===== src/rtl/wdt_counter.sv =====
// -----------------------------------------------------------------------------
// wdt_counter
//   Watchdog-style up-counter with a programmable prescaler, a kick/reload
//   handshake and a wrap detector. All pulse outputs come straight from flops.
//
// Ports
//   clk_i       : single clock, rising edge
//   rst_i       : asynchronous active-high reset
//   enable_i    : runs the watchdog while high
//   presc_i     : one count tick per presc_i+1 RUN clocks
//   reload_i    : start/kick value for the counter
//   kick_req_i  : service request (honoured in RUN, and in HOLD when disabled)
//   kick_ack_o  : one-cycle acknowledge, one clock after the request
//   counter_o   : present counter value
//   tick_o      : one-cycle pulse on each counter increment
//   wrap_o      : one-cycle pulse when the counter wraps 0xFFFF_FFFF -> 0
//   state_o     : IDLE=0, LOAD=1, RUN=2, HOLD=3
// -----------------------------------------------------------------------------
module wdt_counter #(
  parameter int PRESC_W = 16
) (
  input  logic               clk_i,
  input  logic               rst_i,
  input  logic               enable_i,
  input  logic [PRESC_W-1:0] presc_i,
  input  logic [31:0]        reload_i,
  input  logic               kick_req_i,
  output logic               kick_ack_o,
  output logic [31:0]        counter_o,
  output logic               tick_o,
  output logic               wrap_o,
  output logic [1:0]         state_o
);

  typedef enum logic [1:0] {
    S_IDLE = 2'd0,
    S_LOAD = 2'd1,
    S_RUN  = 2'd2,
    S_HOLD = 2'd3
  } state_t;

  state_t             r_state;
  logic [PRESC_W-1:0] r_cnt;
  logic [31:0]        r_counter;
  logic               r_tick;
  logic               r_wrap;
  logic               r_ack;

  // ">=" rather than "==" so that lowering presc_i below the running count
  // ticks immediately instead of waiting for the prescaler to roll over.
  logic               w_tick_due;
  logic [31:0]        w_counter_inc;

  assign w_tick_due    = (r_cnt >= presc_i);
  assign w_counter_inc = r_counter + 32'd1;

  always_ff @(posedge clk_i or posedge rst_i) begin
    if (rst_i) begin
      r_state   <= S_IDLE;
      r_cnt     <= '0;
      r_counter <= '0;
      r_tick    <= 1'b0;
      r_wrap    <= 1'b0;
      r_ack     <= 1'b0;
    end else begin
      r_tick <= 1'b0;
      r_wrap <= 1'b0;
      r_ack  <= 1'b0;
      case (r_state)
        S_IDLE: begin
          // Load on entry so counter_o already shows reload_i during LOAD.
          if (enable_i) begin
            r_state   <= S_LOAD;
            r_counter <= reload_i;
            r_cnt     <= '0;
          end
        end
        S_LOAD: begin
          r_state <= S_RUN;
        end
        S_RUN: begin
          if (kick_req_i) begin
            // Kick beats a coincident tick: no tick/wrap this cycle.
            r_counter <= reload_i;
            r_cnt     <= '0;
            r_ack     <= 1'b1;
            if (!enable_i) r_state <= S_HOLD;
          end else if (!enable_i) begin
            r_state <= S_HOLD;
          end else if (w_tick_due) begin
            r_cnt     <= '0;
            r_counter <= w_counter_inc;
            r_tick    <= 1'b1;
            r_wrap    <= (w_counter_inc == 32'd0);
          end else begin
            r_cnt <= r_cnt + PRESC_W'(1);
          end
        end
        S_HOLD: begin
          // Counter and prescaler phase are frozen here.
          if (enable_i) begin
            r_state <= S_RUN;
          end else if (kick_req_i) begin
            r_ack   <= 1'b1;
            r_state <= S_IDLE;
          end
        end
        default: r_state <= S_IDLE;
      endcase
    end
  end

  assign kick_ack_o = r_ack;
  assign counter_o  = r_counter;
  assign tick_o     = r_tick;
  assign wrap_o     = r_wrap;
  assign state_o    = r_state;

endmodule


===== config.mk =====
export PLATFORM = sky130hd
export DESIGN_NAME = wdt_counter
export DESIGN_NICKNAME = d
export VERILOG_FILES = /design/src/rtl/wdt_counter.sv
export SDC_FILE = /design/constraint.sdc
export NUM_CORES = 1
export LEC_CHECK = 0
export CAP_MARGIN = 20
export CORE_AREA = 2 2 104 86
export DETAILED_ROUTE_END_ITERATION = 7
export DIE_AREA = 0 0 106 88
export HOLD_SLACK_MARGIN = 0.03
export PLACE_DENSITY = 0.83
export SLEW_MARGIN = 20
export SYNTH_ARGS = -nofsm -noshare
export SYNTH_HDL_FRONTEND = slang
export SYNTH_SLANG_ARGS = --single-unit

===== constraint.sdc =====
create_clock -name clk_i -period 2.2 [get_ports clk_i]
set_clock_uncertainty 0.1 [all_clocks]
set_input_delay 0.44 -clock clk_i [delete_from_list [all_inputs] [get_ports clk_i]]
set_output_delay 0.44 -clock clk_i [all_outputs]
set_load 0.02 [all_outputs]

==> results of run 1 <==
==> cells in the final DEF, fill, tap and decap left out, types with 6 or more instances in the layout <==
cell type        netlist  routed
nand4_1               12      12
dlygate4sd2_1          0      10
xor2_1                 9       9
a21oi_4                0       6
clkdlybuf4s50_1        0      77
o21ai_2                0      11
ha_1                  18       7
inv_2                  0      11
ha_4                   0      10
xnor2_1                8       8
nor2_1                38      26
nand2_1               51      49
nor3_1                 8       7
inv_1                 21      10
o22ai_1               12      12
buf_6                  0      16
a21oi_2                0      26
dfrtp_2                0       6
a2bb2oi_2              0       6
o21ai_0               32      16
nor2_2                 0       7
dfrtp_1               53      47
buf_4                  2      89
buf_12                 0       7
nand3_1               20      19
a21oi_1               52      20
==> per-stage QoR <==
step	hold slack [ns]	setup TNS, ns	cells
floorplan	0.354	-0.155	459
global route	0.419	-12.55	755
detailed placement	0.405	-28.47	727
CTS	0.393	-5.73	752
global placement	0.381	-24.54	727
finish	0.372	-8.65	755
==> area by class of cell <==
class | count | area (µm²) | share of cell area (%)
repair buffers | 203 | 1940 | 30.6
well taps | 112 | 140 | 2.21
multi-input cells | 358 | 2760 | 43.4
clock buffers | 5 | 68.8 | 1.08
flip-flops and latches | 53 | 1330 | 21.0
clock inverters | 3 | 28.8 | 0.453
inverters | 21 | 78.8 | 1.24
==> worst paths after layout <==
kind	from	endpoint	slack, ns
max	counter_o[0]$_DFFE_PP0P_	wrap_o$_DFF_PP0_	-0.40
min	rst_i	counter_o[7]$_DFFE_PP0P_	0.37
max reg2reg	counter_o[0]$_DFFE_PP0P_	wrap_o$_DFF_PP0_	-0.40
min reg2reg	r_cnt[15]$_DFFE_PP0P_	r_cnt[15]$_DFFE_PP0P_	0.51
max in group asynchronous	rst_i	counter_o[20]$_DFFE_PP0P_	1.36
min in group clk_i	r_cnt[15]$_DFFE_PP0P_	r_cnt[15]$_DFFE_PP0P_	0.51
==> kinds of logic after synthesis <==
family	after synthesis	synth area share [%]
and+or+nand+nor	175	24.5
AOI/OAI and AO/OA	144	23.6
DFF	53	35.4
buffers and inverters	48	5.35
adders and majority gates	18	6.01
xor gates and xnor gates	17	3.98
muxes	4	1.14
==> routing by layer <==
metal | vias up | global-route usage (%)
li1 | 2042 | -
met1 | 2269 | 39.9
met2 | 354 | 49.3
met3 | 88 | 4.99
met4 | 0 | 11.0
met5 | - | 0
==> report_power, final <==
group | internal, mW | switching [mW] | total [mW] | leakage [nW]
combinational | 2.40 | 2.60 | 5.00 | 1.91
clock | 0.240 | 0.409 | 0.649 | 0.0506
sequential | 1.30 | 0.298 | 1.60 | 0.639
==> registers in the layout, indices dropped and copies added (netlist names) <==
signal      cells
wrap_o          1
counter_o      32
kick_ack_o      1
state_o         2
r_cnt          16
tick_o          1
==> repair_timing <==
item,CTS,global route
gates resized for setup,95,51
buffers inserted,13,5
endpoints found under the setup margin,49,49
cloned,4,0
pin swaps,29,25
==> worst min-delay path, delay by kind of cell <==
kind | cells | cell delay, ns
buffers and inverters | 3 | 0.77
==> impl_metrics.py, run 1 <==
metrics = {
    "detailed_routing": {
        "drt_iter0_markers": 557,
        "viasPerCell": 6.30,
        "drc": 0,
        "ant_nets": 0,
        "drt_first_pass_iters": 5,
        "wl_per_cell_um": 20.2,
        "highest_layer": "met4",
        "dr_wl_met2_um": 6990,
        "wl_met1_um": 6120,
        "wl_um": 15300,
        "wl_met3_um": 1510,
        "vias": 4753,
    },
    "pwr": {
        "power.leakage_nw": 2.60,
        "ir_drop_mv": 0.581,
        "powerDensity_nw_per_um2": 1140,
        "total_power_mw": 7.25,
    },
    "die": {
        "die-area_um2": 9330,
        "rows": 30,
        "die_x_um": 106,
        "core_um2": 8300,
        "start_util_pct": 45.1,
        "dieHeight_um": 88,
        "ios": 89,
    },
    "sta": {
        "min_period_ns": 2.60,
        "fin_crit_sh_pct": 118,
        "drv_slew": 0,
        "slew_headroom_pct": 62.7,
        "fin_ws_ns": -0.397,
        "worst_pin_slew_ns": 0.554,
        "fmax_mhz": 385,
        "finalHoldViolations": 0,
        "setup_viol": 49,
        "grt_setup_unrepaired": "yes",
    },
    "finish": {
        "drive_gt1_share_pct": 38.3,
        "final_util_pct": 76.5,
        "n_antenna_cell": 0,
        "nets": 712,
        "fillers": 488,
        "final_cell_area_um2": 6350,
        "area_delta_synth_final_pct": 69.5,
    },
    "cts": {
        "clock_path_buffers": 2,
        "cts_root_buffer": "clkbuf_8",
        "cts_buffers": 5,
        "h-tree-depth": 2,
        "tritoncts": "yes",
        "insertion_delay_ns": 0.34,
        "postCtsHoldBufs": 0,
        "clock_sinks": 53,
        "clkSlewWorstSetupHoldPaths_ns": 0.12,
    },
    "logic_synthesis": {
        "syn_nets": 529,
        "ys_types": 59,
        "syn_area_per_cell_um2": 8.16,
        "yosys_warnings": 0,
        "ys_ff_latch": 53,
        "syn_inst": 459,
        "synth_edf_count": 0,
        "syn_area_um2": 3740,
        "synth_area_leaders": "dfrtp_1 (35%), a21oi_1 (6.9%), ha_1 (6.0%)",
        "synth-async-reset-ratio_pct": 100,
        "synth_commonest_cells": "dfrtp_1 (53), a21oi_1 (52), nand2_1 (51), nor2_1 (38), o21ai_0 (32)",
        "ys_seq_area_share_pct": 35.4,
        "synthFlopType": "dfrtp_1",
        "synth_top_area_share_pct": 35.4,
        "yosysTopAreaCell": "dfrtp_1",
        "yosysMostFrequentCell": "dfrtp_1",
    },
    "global_route": {
        "grt_pass1_vias": 4433,
        "antenna_found_initial": 0,
        "grt_pass1_wl_um": 22000,
        "grt_usage_pct": 29.8,
        "grt_max_degree": 62,
        "grt-ovfl-total": 0,
    },
    "critical_path": {
        "critPathCaptureType": "register",
        "cp_num_cells": 9,
        "arrival_ns": 2.72,
        "crit_slowest_cell": "dfrtp_2",
        "cp_cell_sequence": "ha_2 -> and3_1 -> buf_4 -> nand3_1 -> o31ai_1 -> a31oi_1 -> nor4_1 -> o2111ai_1 -> nor4_2",
        "path_class": "reg2reg",
        "critPathTopFamily": "simple AND/OR/NAND/NOR gates",
        "required_ns": 2.33,
        "path_buf_inv": 1,
        "worstSetupStartpointType": "register",
        "reg2reg_depth": 9,
        "critical-path-max-stage-delay_ns": 0.41,
        "cp_max_fo": 5,
    },
    "place": {
        "dpl_cell_area_um2": 5540,
        "dp_hpwl_um": 9000,
        "dp_slack_ns": -0.738,
        "gp_congestion": 0.869,
        "port_buffers": 88,
    },
    "run_status": {
        "violations": "negative setup slack",
        "status": "finished with violations",
    },
    "flow_run": {
        "maxCapViolCount": 0,
    },
    "worst_hold_path": {
        "worstHoldPathType": "in2async",
    },
}
(Power assumes the default switching activity.)
==> run 2, diff against run 1 <==
Settings changed: TNS_END_PERCENT from default to 30.
==> run 2 against run 1 <==
Against the previous run: the run still ends with negative setup slack left; sequential share of layout area up 0.73 points; clock power down 3%; core utilization down 2.5 points; sequential power about the same; sequential cell count unchanged; power down 5.4%; first-iteration DRC count down 24%; count of clock-buffer cells in the layout unchanged; wire length down 8.9%; worst hold slack better by 0.00092 ns; non-clock buffer count down 5.
==> impl_metrics.py, run 2 (same netlist as run 1, synthesis figures left out) <==
metrics = {
    "critical_path": {
        "path_class": "reg2reg",
        "arrival_ns": 2.59,
        "critical-path-max-stage-delay_ns": 0.57,
        "cp_cell_sequence": "nand3_4 -> or4_4 -> nor4_4 -> mux2_4 -> mux2i_2 -> o211ai_1 -> nor4_2",
        "required_ns": 2.33,
        "critPathTopFamily": "simple AND/OR/NAND/NOR gates",
        "critPathCaptureType": "register",
        "path_buf_inv": 0,
        "worstSetupStartpointType": "register",
        "cp_max_fo": 2,
        "crit_slowest_cell": "or4_4",
    },
    "run_status": {
        "status": "finished with violations",
        "violations": "negative setup slack",
    },
    "finish": {
        "final_util_pct": 74.0,
        "area_delta_synth_final_pct": 64.0,
        "final_common_cell": "buf_4",
        "final_cell_mix": "buf_4 (92), clkdlybuf4s50_1 (76), nand2_1 (49)",
        "nets": 707,
        "final_cell_area_um2": 6140,
        "drive_gt1_share_pct": 35.9,
        "fillers": 532,
        "n_antenna_cell": 0,
        "largest_reg_flops": 32,
    },
    "cts": {
        "cts_root_buffer": "clkbuf_8",
        "clkSlewWorstSetupHoldPaths_ns": 0.11,
        "clock_path_buffers": 2,
        "cts_buffers": 5,
        "insertion_delay_ns": 0.33,
        "h-tree-depth": 2,
        "tritoncts": "yes",
        "postCtsHoldBufs": 0,
        "clock_sinks": 53,
    },
    "sta": {
        "fin_ws_ns": -0.260,
        "fmax_mhz": 406,
        "fin_crit_sh_pct": 112,
        "drv_slew": 0,
        "worst_pin_slew_ns": 0.529,
        "holdWs_ns": 0.373,
        "grt_setup_unrepaired": "yes",
        "setup_viol": 46,
        "min_period_ns": 2.46,
        "finalHoldViolations": 0,
        "slew_headroom_pct": 64.5,
        "setup_tns_ns": -5.27,
    },
    "pwr": {
        "ir_drop_mv": 0.567,
        "powerDensity_nw_per_um2": 1120,
        "total_power_mw": 6.86,
        "power.switching_mw": 3.06,
        "clockPowerShare_pct": 9.2,
        "power.leakage_nw": 2.54,
        "p_int_mw": 3.79,
        "seq_power_share_pct": 23.2,
        "pwr-share-comb_pct": 67.6,
        "p_sw_share_pct": 44.7,
    },
    "global_route": {
        "grt_max_degree": 62,
        "antenna_found_initial": 0,
        "grt_pass1_vias": 4326,
        "grt_pass1_wl_um": 21300,
        "grt-ovfl-total": 0,
        "grt_usage_pct": 28.9,
    },
    "worst_hold_path": {
        "worstHoldPathType": "in2async",
    },
    "die": {
        "die-area_um2": 9330,
        "ios": 89,
        "dieHeight_um": 88,
        "rows": 30,
        "die_x_um": 106,
        "start_util_pct": 45.1,
        "core_um2": 8300,
    },
    "flow_run": {
        "maxCapViolCount": 0,
    },
    "detailed_routing": {
        "wl_um": 13900,
        "wl_per_cell_um": 18.5,
        "vias": 4559,
        "ant_nets": 0,
        "drc": 0,
        "viasPerCell": 6.08,
        "drt_iter0_markers": 423,
        "drt_first_pass_iters": 5,
    },
    "place": {
        "dp_hpwl_um": 9000,
        "gp_congestion": 0.869,
        "port_buffers": 88,
        "dpl_cell_area_um2": 5540,
    },
}
## run 2: changes by cell type in the layout (fill, tap and decap cells not counted), moves of 2 or more
cell,delta
a21oi_4,-2
buf_4,+3
a21oi_1,+7
nor2_4,-3
a21oi_2,-5
a2bb2oi_2,-3
buf_16,-2
a2bb2oi_1,+3
buf_6,-6
nor2_2,+2
o21ai_0,+2
o21ai_2,-2
## run 2: repair_timing
item	CTS	global route
pin swaps	27	17
gates cloned	2	0
resized for setup	84	34
endpoints found under the setup margin	49	50
endpoints found under the hold margin	0	0
setup buffers	12	3
## run 2: worst paths after layout
| kind | slack (ns) | depth (start not counted) | from | to |
|---|---|---|---|---|
| worst max-delay path | -0.26 | 7 | counter_o[22]$_DFFE_PP0P_ | wrap_o$_DFF_PP0_ |
| worst min-delay path | 0.37 | 3 | rst_i | counter_o[0]$_DFFE_PP0P_ |
| worst max register to register | -0.26 | 7 | counter_o[22]$_DFFE_PP0P_ | wrap_o$_DFF_PP0_ |
| worst min register to register | 0.52 | 1 | r_cnt[15]$_DFFE_PP0P_ | r_cnt[15]$_DFFE_PP0P_ |
| max in group asynchronous | 1.34 | 3 | rst_i | counter_o[21]$_DFFE_PP0P_ |
| min in group clk_i | 0.52 | 1 | r_cnt[15]$_DFFE_PP0P_ | r_cnt[15]$_DFFE_PP0P_ |
## run 2: metal layers
layer | GRT usage (%) | part of all wire [%]
met2 | 47.0 | 47
met5 | 0 | 0
met3 | 4.39 | 7.8
met1 | 40.1 | 42
met4 | 8.97 | 3.2
## run 2: layout make-up
type | count | area, µm² | share of cell area [%]
repair buffers | 198 | 1840 | 30.0
clock buffers | 5 | 68.8 | 1.12
multi-input cells | 358 | 2650 | 43.1
flip-flops and latches | 53 | 1340 | 21.7
well taps | 112 | 140 | 2.28
clock inverters | 3 | 28.8 | 0.469
inverters | 21 | 78.8 | 1.28
## run 2: metrics by stage
stage | instances | setup slack [ns]
floorplan | 459 | -0.155
CTS | 749 | -0.206
finish | 750 | -0.260
global route | 750 | -0.293
detailed placement | 727 | -0.738
global placement | 727 | -0.591
## run 2: power by group through the flow
stage / Combinational, mW / Clock (mW) / Sequential (mW)
after floorplan: 1.57 / 0 / 2.09
after global routing: 4.91 / 0.664 / 1.63
final: 4.64 / 0.629 / 1.59
after global placement: 3.78 / 0 / 1.57
after detailed placement: 3.90 / 0 / 1.59
after CTS: 4.36 / 0.635 / 1.57
## run 2: worst register-to-register path: stages, from the launching register on
cell	delay (ns)
dfrtp_1	0.41
nand3_4	0.09
or4_4	0.57
nor4_4	0.27
mux2_4	0.34
mux2i_2	0.18
o211ai_1	0.15
nor4_2	0.26
